`src/rtl/result_collector_pkg.sv`:
```
// Shared array geometry for the PE array, finish decider and result collector.
package result_collector_pkg;

  localparam int unsigned ARRAY_SIZE = 4;
  localparam int unsigned ACC_W      = 32;
  localparam int unsigned N2         = ARRAY_SIZE * ARRAY_SIZE;
  localparam int unsigned IDX_W      = $clog2(N2);

endpackage

```
`src/rtl/result_slot.sv`:
```
// One per-PE holding slot: captured accumulator, pending flag and sticky overflow.
module result_slot
  import result_collector_pkg::*;
(
  input  logic             clk,
  input  logic             rst,
  input  logic             capture_i,
  input  logic             pop_i,
  input  logic [ACC_W-1:0] data_i,
  output logic [ACC_W-1:0] data_o,
  output logic             pending_o,
  output logic             ovf_o
);

  logic [ACC_W-1:0] val_q, val_d;
  logic             pend_q, pend_d;
  logic             ovf_q, ovf_d;

  // A pop frees the slot in the same cycle, so a coincident capture refills it.
  always_comb begin
    val_d  = val_q;
    pend_d = pend_q;
    ovf_d  = ovf_q;
    if (pop_i) begin
      pend_d = 1'b0;
    end
    if (capture_i) begin
      if (!pend_q || pop_i) begin
        val_d  = data_i;
        pend_d = 1'b1;
      end else begin
        ovf_d = 1'b1;
      end
    end
  end

  always_ff @(posedge clk or posedge rst) begin
    if (rst) begin
      val_q  <= '0;
      pend_q <= 1'b0;
      ovf_q  <= 1'b0;
    end else begin
      val_q  <= val_d;
      pend_q <= pend_d;
      ovf_q  <= ovf_d;
    end
  end

  assign data_o    = val_q;
  assign pending_o = pend_q;
  assign ovf_o     = ovf_q;

endmodule

```
`src/rtl/result_collector.sv`:
```
// Snapshots PE accumulators on finish pulses and drains them in row-major order
// over a valid/ready stream.
module result_collector
  import result_collector_pkg::*;
(
  input  logic                  clk,
  input  logic                  rst,
  input  logic [N2-1:0]         finish_i,
  input  logic [N2*ACC_W-1:0]   pe_result_i,
  input  logic                  out_ready_i,
  output logic                  out_valid_o,
  output logic [ACC_W-1:0]      out_data_o,
  output logic [IDX_W-1:0]      out_idx_o,
  output logic                  out_last_o,
  output logic                  tile_done_o,
  output logic                  overflow_o
);

  localparam logic [IDX_W-1:0] LAST_IDX = IDX_W'(N2 - 1);

  logic [IDX_W-1:0] rd_ptr_q, rd_ptr_d;
  logic             tile_done_q, tile_done_d;
  logic [ACC_W-1:0] slot_data [N2];
  logic [N2-1:0]    slot_pend;
  logic [N2-1:0]    slot_ovf;
  logic [N2-1:0]    slot_pop;
  logic             pop;
  logic             at_last;

  assign at_last = (rd_ptr_q == LAST_IDX);
  assign pop     = slot_pend[rd_ptr_q] & out_ready_i;

  for (genvar k = 0; k < N2; k++) begin : g_slot
    assign slot_pop[k] = pop & (rd_ptr_q == IDX_W'(k));

    result_slot u_slot (
      .clk       (clk),
      .rst       (rst),
      .capture_i (finish_i[k]),
      .pop_i     (slot_pop[k]),
      .data_i    (pe_result_i[k*ACC_W +: ACC_W]),
      .data_o    (slot_data[k]),
      .pending_o (slot_pend[k]),
      .ovf_o     (slot_ovf[k])
    );
  end

  // Read pointer only advances on an accepted beat, which enforces in-order drain.
  always_comb begin
    rd_ptr_d    = rd_ptr_q;
    tile_done_d = 1'b0;
    if (pop) begin
      rd_ptr_d    = at_last ? '0 : rd_ptr_q + IDX_W'(1);
      tile_done_d = at_last;
    end
  end

  always_ff @(posedge clk or posedge rst) begin
    if (rst) begin
      rd_ptr_q    <= '0;
      tile_done_q <= 1'b0;
    end else begin
      rd_ptr_q    <= rd_ptr_d;
      tile_done_q <= tile_done_d;
    end
  end

  assign out_valid_o = slot_pend[rd_ptr_q];
  assign out_data_o  = slot_data[rd_ptr_q];
  assign out_idx_o   = rd_ptr_q;
  assign out_last_o  = slot_pend[rd_ptr_q] & at_last;
  assign tile_done_o = tile_done_q;
  assign overflow_o  = |slot_ovf;

endmodule

```
`config.mk`:
```
export PLATFORM = sky130hd
export DESIGN_NAME = result_collector
export DESIGN_NICKNAME = d
export VERILOG_FILES = /design/src/rtl/result_collector_pkg.sv /design/src/rtl/result_slot.sv /design/src/rtl/result_collector.sv
export SDC_FILE = /design/constraint.sdc
export NUM_CORES = 1
export LEC_CHECK = 0
export ABC_AREA = 1
export BUFFER_PORTS_ARGS = -buffer_cell sky130_fd_sc_hd__buf_4
export CORE_MARGIN = 2
export CORE_UTILIZATION = 55
export CTS_CLUSTER_DIAMETER = 200
export DETAILED_ROUTE_END_ITERATION = 8
export PLACE_DENSITY = 0.89
export SLEW_MARGIN = 20
export SYNTH_ARGS = -nofsm -noshare
export SYNTH_HDL_FRONTEND = slang
export SYNTH_SLANG_ARGS = --single-unit
```
`constraint.sdc`:
```
create_clock -name clk -period 25.4 [get_ports clk]
set_input_delay 6.35 -clock clk [delete_from_list [all_inputs] [get_ports clk]]
set_output_delay 6.35 -clock clk [all_outputs]
set_load 0.01 [all_outputs]
```
* Yosys cells after proc, flatten, opt, wreduce, memory -nomap -nowiden
Index checks and enable logic that the tools add are counted.
** Operators by class
- Reduce and logical (&&, ||, !) cells :: 66
- Div/mod/pow operators :: 0
- $lt $le $gt $ge :: 2
- Shifts and indexed selects :: 0
- Add/sub/neg operators :: 1
- Eq/ne operators :: 15
- Multiplexer cells :: 55
- Bitwise logic cells :: 35
- $mul :: 0
** Operator list (count)
- 32-bit binary-select mux with 4-bit select :: 1
- 32-bit 2-to-1 mux :: 2
- 2-bit AND reduction :: 32
- 1-bit 2-to-1 mux :: 50
- 4-bit equality test, second input constant :: 8
- 1-bit bitwise AND :: 18
- 4-bit by 3-bit equality test with 1-bit output, second input constant :: 4
- 1-bit logical NOT :: 16
- 1-bit logical OR :: 16
- 1-bit inverter :: 16
- 16-bit OR reduction :: 1
- 4-bit by 2-bit equality test with 1-bit output, second input constant :: 2
- 5-bit >= comparator, second input constant :: 1
- 4-bit by 5-bit < comparator with 1-bit output, second input constant :: 1
- 4-bit inverter with 5-bit output :: 1
- 4-bit by 1-bit adder with 4-bit output, second input constant :: 1
- 1-bit binary-select mux with 4-bit select :: 1
- 4-bit by 1-bit equality test with 1-bit output, second input constant :: 1
- 4-bit logical NOT :: 1
- 4-bit 2-to-1 mux :: 1
** Storage, ports and cells
- Logic and storage cells :: 224
- Latch bits :: 0
- Bits in read-only memories :: 0
- Memories :: 0
- RAM bits :: 0
- Input port bits :: 531
- Output and inout port bits :: 40
- Bits in registers :: 549

* Depth between registers and ports, before layout
Gate-level depths: netlist (run 1).
- Depth in word-level cells :: 7
- Mapped depth :: 16
- Gate-level depth less buffers :: 13

* Modules after synthesis
From an unflattened synthesis (run 1), not the netlist that was laid out.
** Unflattened totals
- Cells, all modules :: 3386
- Area, all modules :: 26898.3 sq um
** By module, submodules not included
- result_slot :: area an instance 1377.6 sq um, cells an instance 147, times used 16
- result_collector :: area an instance 4857.2 sq um, cells an instance 1034, times used 1

* Worst setup path after synthesis (run 1)
OpenSTA, ideal clock, no wires.
- Path kind :: register to output
- From :: reg rd_ptr_q[0] (netlist: out_idx_o[0])
- To :: out out_data_o[10]
- Slack :: 17281 ps
- Data required time :: 19050 ps
- Data arrival time :: 1769 ps
- Buffers on the path :: 4
- Cell stages (with the launch flop) :: 9
- Cell sequence :: dfrtp_1 > buf_2 > buf_2 > clkbuf_1 > clkbuf_1 > nor2_1 > o22ai_1 > nand2_1 > nand4_1
** Between the ends
- Longest elaborated chain between the ends :: 4
** RTL lines
- start, declared :: line result_collector.sv:21 : logic [IDX_W-1:0] rd_ptr_q, rd_ptr_d;
- start signal, assigned :: line result_collector.sv:63 : rd_ptr_q <= rd_ptr_d;
- 4-bit inverter with 5-bit output (not written as such) :: line result_collector.sv:69 : assign out_data_o = slot_data[rd_ptr_q];
- 32-bit binary-select mux with 4-bit select :: line result_collector.sv:69
- 32-bit 2-to-1 mux (not written as such) (2 in a row) :: line result_collector.sv:69
- end, declared :: line result_collector.sv:12 : output logic [ACC_W-1:0] out_data_o,
No other way between the ends. The select of a mux whose other input is x is not followed.

* Worst setup path after layout (run 1)
- From :: reg rd_ptr_q[0] (netlist: out_idx_o[0])
- To :: out out_valid_o
** Between the ends
- Longest elaborated chain between the ends :: 2
** RTL lines
- 1-bit binary-select mux with 4-bit select :: line result_collector.sv:68 : assign out_valid_o = slot_pend[rd_ptr_q];
- 1-bit 2-to-1 mux (not written as such) :: line result_collector.sv:68
- end, declared :: line result_collector.sv:11 : output logic out_valid_o,
No other way between the ends. The select of a mux whose other input is x is not followed.

==> flow_metrics.py, run 1 <==
metrics = {
    "place": {
        "dpl.cell_count": 4337,
        "portBuffers": 570,
        "place.detailed.hpwl_um": 75600,
        "place_area_mm2": 0.0303,
        "place_congestion": 0.988,
        "place_worst_setup_slack_ns": 15.29,
    },
    "critical_path": {
        "timing.rr.start": "out_idx_o[0]",
        "path_class": "flip-flop to output pin",
        "cp-end-kind": "output pin",
        "startpoint_type": "flip-flop",
        "arrival_ns": 4.62,
        "r2r_cells": 15,
        "crit_fanout": 105,
        "reg2reg_slack_ns": 19.79,
        "required_ns": 19.05,
        "crit_path_cell_trace": "buf_4, buf_4, buf_4, nand2_1, nand3_1, nand2_1, nand2_1, nand2_1, inv_2, nand2_4, buf_4",
        "max_stage_delay_ns": 1.00,
        "worst_path_max_delay_cell": "buf_4",
        "rr_endpoint": "g_slot[14].u_slot.data_o[13]",
    },
    "pwr": {
        "powerDensity_mw_per_mm2": 127,
        "power.leakage_nw": 16.9,
        "power_mw": 4.08,
        "max-vdd-ir-drop_mv": 0.0823,
    },
    "clocking": {
        "hold_buffers": 0,
        "clk_path_buf_depth": 3,
        "root_buffer": "clkbuf_16",
        "cts_tree": "done",
        "htreeDepth": 2,
        "cts_buffers": 56,
        "cts_resized": 0,
        "insertion_delay_ns": 0.63,
        "clk_pin_slew_worst_paths_ns": 0.06,
        "cts_setup_buffers": 0,
        "cts.sinks": 549,
    },
    "synth": {
        "ys.warnings.count": 0,
        "ys_seq_area_share_pct": 52.4,
        "netlist_instances": 3384,
        "synth-xor-area-share_pct": 0.0668,
        "synthSimpleGateAreaFrac_pct": 33.6,
        "synth_top_family_by_area": "simple AND/OR/NAND/NOR gates",
        "synthAdderAreaFrac_pct": 0.191,
        "postSynthAreaPerCell_um2": 7.75,
        "synth.area.mux_share_pct": 0,
        "synth.cell_area_mm2": 0.0262,
        "synthesis.nets": 3919,
        "synth_compound_area_share_pct": 8.05,
        "ys_ff_latch": 549,
        "ys_types": 24,
    },
    "sta": {
        "slew_headroom_pct": 20.9,
        "final.setup.tns_ns": 0,
        "rsz0062_at_grt": "no",
        "fmax_ghz": 0.0911,
        "setup_viol": 0,
        "fin_crit_sh_pct": 43.2,
        "slew_viol_final": 0,
        "final.setup.worst_slack_ns": 14.43,
        "worst_slew_pin_slew_ns": 1.19,
        "fin_skew_ns": 0.0257,
        "whs_ns": 0.466,
        "hold_viol_final": 0,
        "period_needed_ns": 10.97,
    },
    "detailed_routing": {
        "wl_per_cell_um": 24.4,
        "ant_nets": 0,
        "viasPerCell": 6.22,
        "drt-total-wl_um": 109000,
        "dr_total_vias": 27700,
        "drt_iter0_drc": 4148,
        "dr.pass1.iters": 6,
        "route.detailed.drc": 0,
    },
    "layout": {
        "final_area_mm2": 0.0323,
        "syn_to_final_growth_pct": 23.0,
        "stdcell_count": 4448,
        "drive_gt1_share_pct": 19.5,
        "final_nets": 4315,
        "final_util_pct": 68.1,
    },
    "worst_hold_path": {
        "worstHoldEndpoint": "g_slot[1].u_slot.data_o[24]",
        "min-delay-start": "g_slot[1].u_slot.data_o[24]",
        "hold_path.class": "flip-flop to flip-flop",
        "hold_path_depth": 2,
    },
    "die": {
        "fp.coreArea_mm2": 0.0473,
        "pin_count": 571,
        "fp.dieH_um": 222,
        "fp-row-count": 80,
        "start_util_pct": 55.4,
        "design.die.area_mm2": 0.0494,
        "die_width_um": 222,
    },
    "global_route": {
        "grt_start_max_net_pins": 184,
        "antenna_found_initial": 11,
        "gr-usage-all-layers_pct": 43.3,
        "grt_pass1_vias": 26400,
        "grt_pass1_wl_um": 161000,
        "grt_remaining_overflow": 0,
    },
    "status": {
        "outcome": "finished clean",
    },
    "flow_run": {
        "max_cap_viol_count": 0,
    },
}
-- metal layers --
layer | track usage [%] | up-vias | part of all wire (%)
met3 | 12.2 | 442 | 13
met4 | 24.8 | 8 | 7.2
met5 | 0 | - | 0.053
met2 | 66.5 | 2207 | 44
li1 | - | 11900 | -
met1 | 55.3 | 13200 | 36
-- worst max-delay path, delay by kind of cell (launching register included) --
kind	cells	cell delay [ns]
AND/OR/NAND/NOR	6	0.60
flip-flops	1	0.45
buffers and inverters	5	2.76
-- cell usage after synthesis --
library cell,instances,area share (%)
nand2_1,1227,18
dfrtp_1,549,52
nand3_1,534,10
nor2_1,273,3.9
o21ai_0,259,4.9
clkbuf_1,149,2.1
o22ai_1,128,3.1
buf_2,82,1.6
inv_1,61,0.87
nand4_1,33,0.79
nand2_2,18,0.43
or2_2,16,0.38
buf_6,14,0.60
buf_4,12,0.34
buf_1,5,0.072
nand3_2,5,0.19
ha_1,4,0.19
inv_2,4,0.057
nor4_1,4,0.095
nor2_2,2,0.048
xor2_1,2,0.067
a21oi_1,1,0.019
nand2_4,1,0.043
o21a_1,1,0.029
-- flip-flops by register name, summed over array words and instances (netlist names) --
| signal | flops |
|---|---|
| tile_done_o | 1 |
| g_slot.u_slot.data_o | 512 |
| g_slot.u_slot.pending_o | 16 |
| out_idx_o | 4 |
| g_slot.u_slot.ovf_o | 16 |
-- cells in the final DEF, fill, tap and decap left out, drive strengths merged, types with 8 or more instances in the layout --
| cell | count |
|---|---|
| buf | 600 |
| bufinv | 8 |
| clkbuf | 73 |
| clkinv | 14 |
| dfrtp | 549 |
| diode | 9 |
| inv | 65 |
| nand2 | 1246 |
| nand3 | 539 |
| nand4 | 33 |
| nor2 | 275 |
| o21ai | 259 |
| o22ai | 128 |
| or2 | 16 |
-- cells by family after synthesis --
group           count (synthesis)
buf+inv                       327
simple gates                 2113
compound gates                389
flops                         549
xor+xnor                        2
fa+ha+maj                       4
-- area by class of cell --
cell class                 count  area (um^2)
antenna                        9         22.5
clock buffer                  73         1580
clock inverter                29          370
fill                        3763        15100
inverter                      65          262
multi-input combinational   2508        11000
sequential                   549        13700
tap                          615          769
timing repair buffer         600         4510
-- power by group --
group          internal, mW  leakage, nW  total, mW  switching, mW
Sequential             1.26         6.77       1.53          0.269
Combinational         0.544         9.14       1.67           1.13
Clock                 0.518        0.945      0.883          0.365
Total                  2.32         16.9       4.08           1.76
-- worst max-delay path by stage --
stage | startpoint | end | slack (ns) | depth (start not counted)
2_1_floorplan | rst | g_slot[0].u_slot.data_o[0] | 3.70 | 1
3_3_place_gp | out_idx_o[0] | out_valid_o | 15.37 | 11
3_5_place_dp | out_idx_o[0] | out_valid_o | 15.29 | 11
4_1_cts | out_idx_o[0] | out_valid_o | 14.63 | 11
5_1_grt | out_idx_o[0] | out_valid_o | 14.25 | 11
6_report | out_idx_o[0] | out_valid_o | 14.43 | 11
No activity file was read; power rests on OpenSTA's default activity.
==> run 2: changes to the inputs <==
ABC_AREA = 0   (was 1)
CORE_ASPECT_RATIO = 1.4   (was not set)
CORE_UTILIZATION = 49   (was 55)
PLACE_DENSITY = 0.84   (was 0.89)
clock period = 9.9 ns   (was 25.4 ns; I/O delays follow)
==> flow_metrics.py, run 2 <==
metrics = {
    "critical_path": {
        "cp-end-kind": "output pin",
        "reg2reg_slack_ns": 5.57,
        "crit_fanout": 45,
        "required_ns": 7.43,
        "startpoint_type": "flip-flop",
        "arrival_ns": 3.75,
        "path_class": "flip-flop to output pin",
    },
    "pwr": {
        "power_frac_comb_pct": 38.2,
        "p_clk_share_pct": 22.3,
        "power_mw": 10.4,
        "power.leakage_nw": 14.7,
        "seqPwrFrac_pct": 39.5,
        "p_int_mw": 7.20,
        "max-vdd-ir-drop_mv": 0.261,
        "sw_frac_of_total_pct": 30.8,
        "switchingPower_mw": 3.21,
        "powerDensity_mw_per_mm2": 326,
    },
    "clocking": {
        "cts.sinks": 549,
        "cts_tree": "done",
        "clk_path_buf_depth": 3,
        "cts_resized": 0,
        "insertion_delay_ns": 0.62,
        "clk_pin_slew_worst_paths_ns": 0.06,
        "htreeDepth": 2,
        "cts_buffers": 55,
        "cts_setup_buffers": 0,
        "hold_buffers": 0,
        "root_buffer": "clkbuf_16",
    },
    "detailed_routing": {
        "route.detailed.drc": 0,
        "drt-total-wl_um": 82800,
        "ant_nets": 0,
        "dr_total_vias": 16400,
        "drt_iter0_drc": 1095,
        "dr.pass1.iters": 5,
        "viasPerCell": 5.98,
        "wl_per_cell_um": 30.3,
    },
    "sta": {
        "fin_crit_sh_pct": 62.9,
        "slew_viol_final": 0,
        "fin_skew_ns": 0.0242,
        "rsz0062_at_grt": "no",
        "period_needed_ns": 6.23,
        "slew_headroom_pct": 31.1,
        "setup_viol": 0,
        "worst_slew_pin_slew_ns": 1.03,
        "fmax_ghz": 0.161,
        "whs_ns": 0.475,
        "hold_viol_final": 0,
    },
    "global_route": {
        "grt_pass1_wl_um": 120000,
        "grt_start_max_net_pins": 174,
        "grt_pass1_vias": 18300,
        "antenna_found_initial": 34,
        "grt_remaining_overflow": 0,
        "gr-usage-all-layers_pct": 31.7,
    },
    "layout": {
        "n_fill_cell": 3581,
        "syn_to_final_growth_pct": 28.0,
        "final_common_cell": "buf_4",
        "drive_gt1_share_pct": 67.5,
        "largest_reg_flops": 512,
        "layout_common_cells": "buf_4, dfrtp_1, mux2_2, mux4_2, mux2_4",
        "stdcell_count": 2735,
        "multi_input_area_mm2": 0.0106,
        "seq_area_mm2": 0.0138,
        "final_nets": 2551,
    },
    "flow_run": {
        "max_cap_viol_count": 0,
    },
    "synth": {
        "synthesis.nets": 1988,
        "ys_types": 42,
        "postSynthAreaPerCell_um2": 17.1,
        "synth_edf_count": 0,
        "synth_ff_type": "dfrtp_1",
        "synth.cell_area_mm2": 0.0249,
        "synth.top_cell.area_share_pct": 55.1,
        "async_reset_ff_share_pct": 100,
        "netlist_instances": 1453,
        "synth_area_leaders": "dfrtp_1, mux2_2, mux4_2, mux2_4, buf_2",
        "synth.most_common_cell": "dfrtp_1",
        "yosysTopAreaCell": "dfrtp_1",
        "ys_seq_area_share_pct": 55.1,
        "ys_ff_latch": 549,
        "synth_common_cells": "dfrtp_1, mux2_2, mux4_2, mux2_4, buf_2",
        "ys.warnings.count": 0,
    },
    "die": {
        "start_util_pct": 49.7,
        "fp.dieH_um": 271,
        "fp-row-count": 97,
        "design.die.area_mm2": 0.0527,
        "die_width_um": 195,
        "pin_count": 571,
        "fp.coreArea_mm2": 0.0501,
    },
    "worst_hold_path": {
        "hold_path.class": "flip-flop to flip-flop",
    },
    "place": {
        "dpl.cell_count": 2601,
        "place.detailed.hpwl_um": 57400,
        "portBuffers": 570,
        "place_congestion": 0.920,
    },
    "status": {
        "outcome": "finished clean",
    },
}
run 2: cell types whose count changed in the layout (fill, tap and decap cells not counted), sizes merged, moves of 14 or more:
cell / before / now
inv: 65 / 22
or2: 16 / 2
nand3: 539 / 3
o22ai: 128 / 2
o21bai: 0 / 14
mux4: 0 / 163
nand4: 33 / 4
nand2: 1246 / 36
diode: 9 / 33
o21ai: 259 / 13
mux2: 0 / 518
nor2: 275 / 5
run 2: logic make-up after synthesis:
logic type	synth area share, %
compound gates	1.38
fa+ha+maj	0.201
buf+inv	2.37
flops	55.1
mux	39.7
simple gates	1.24
run 2: stage by stage:
stage	utilization [%]	TNS [ns]	worst slack [ns]	area, um^2
3_3_place_gp	59.4	0	4.12	29800
3_5_place_dp	59.4	0	4.07	29800
2_1_floorplan	-	-24.63	-0.0449	24900
4_1_cts	63.4	0	3.43	31800
5_1_grt	63.6	0	3.46	31900
6_report	63.6	0	3.67	31900
run 2: worst max-delay path, cell delays in order, from the launching register on:
cell     delay [ns]
dfrtp_4        0.74
buf_16         0.29
buf_4          0.72
mux4_2         0.60
mux4_2         0.54
buf_4          0.18
run 2: path summary, 6_finish.rpt:
path	end	depth (start not counted)	start
worst min register to register	g_slot[1].u_slot.ovf_o	1	g_slot[1].u_slot.ovf_o
max in group asynchronous	out_idx_o[2]	4	rst
worst max-delay path	out_data_o[0]	5	out_idx_o[0]
worst min-delay path	g_slot[1].u_slot.ovf_o	1	g_slot[1].u_slot.ovf_o
min in group asynchronous	g_slot[3].u_slot.data_o[14]	3	rst
worst max register to register	g_slot[7].u_slot.data_o[14]	8	out_idx_o[0]
run 2: layout make-up:
cell class / count / share of cell area, %
multi-input cells: 794 / 33.3
repair buffers: 596 / 14.2
clock inverters: 25 / 1.27
diodes: 33 / 0.259
flip-flops and latches: 549 / 43.1
clock buffers: 75 / 5.03
well taps: 643 / 2.52
inverters: 20 / 0.247
run 2: power by group through the flow:
stage               registers (mW)  clock network [mW]  logic [mW]
finish                        4.11                2.32        3.98
detailed placement            4.14                   0        3.92
CTS                           4.12                2.34        3.94
global placement              4.11                   0        3.77
floorplan                     3.68                   0        2.99
global route                  4.21                2.44        4.20
run 2: layer usage:
layer / part of all wire [%] / global-route usage, % / vias to the layer above
met2: 50 / 52.8 / 853
met5: 0.028 / 0 / -
met4: 7.0 / 20.2 / 4
met3: 7.6 / 7.53 / 270
li1: - / - / 6634
met1: 36 / 37.0 / 8601
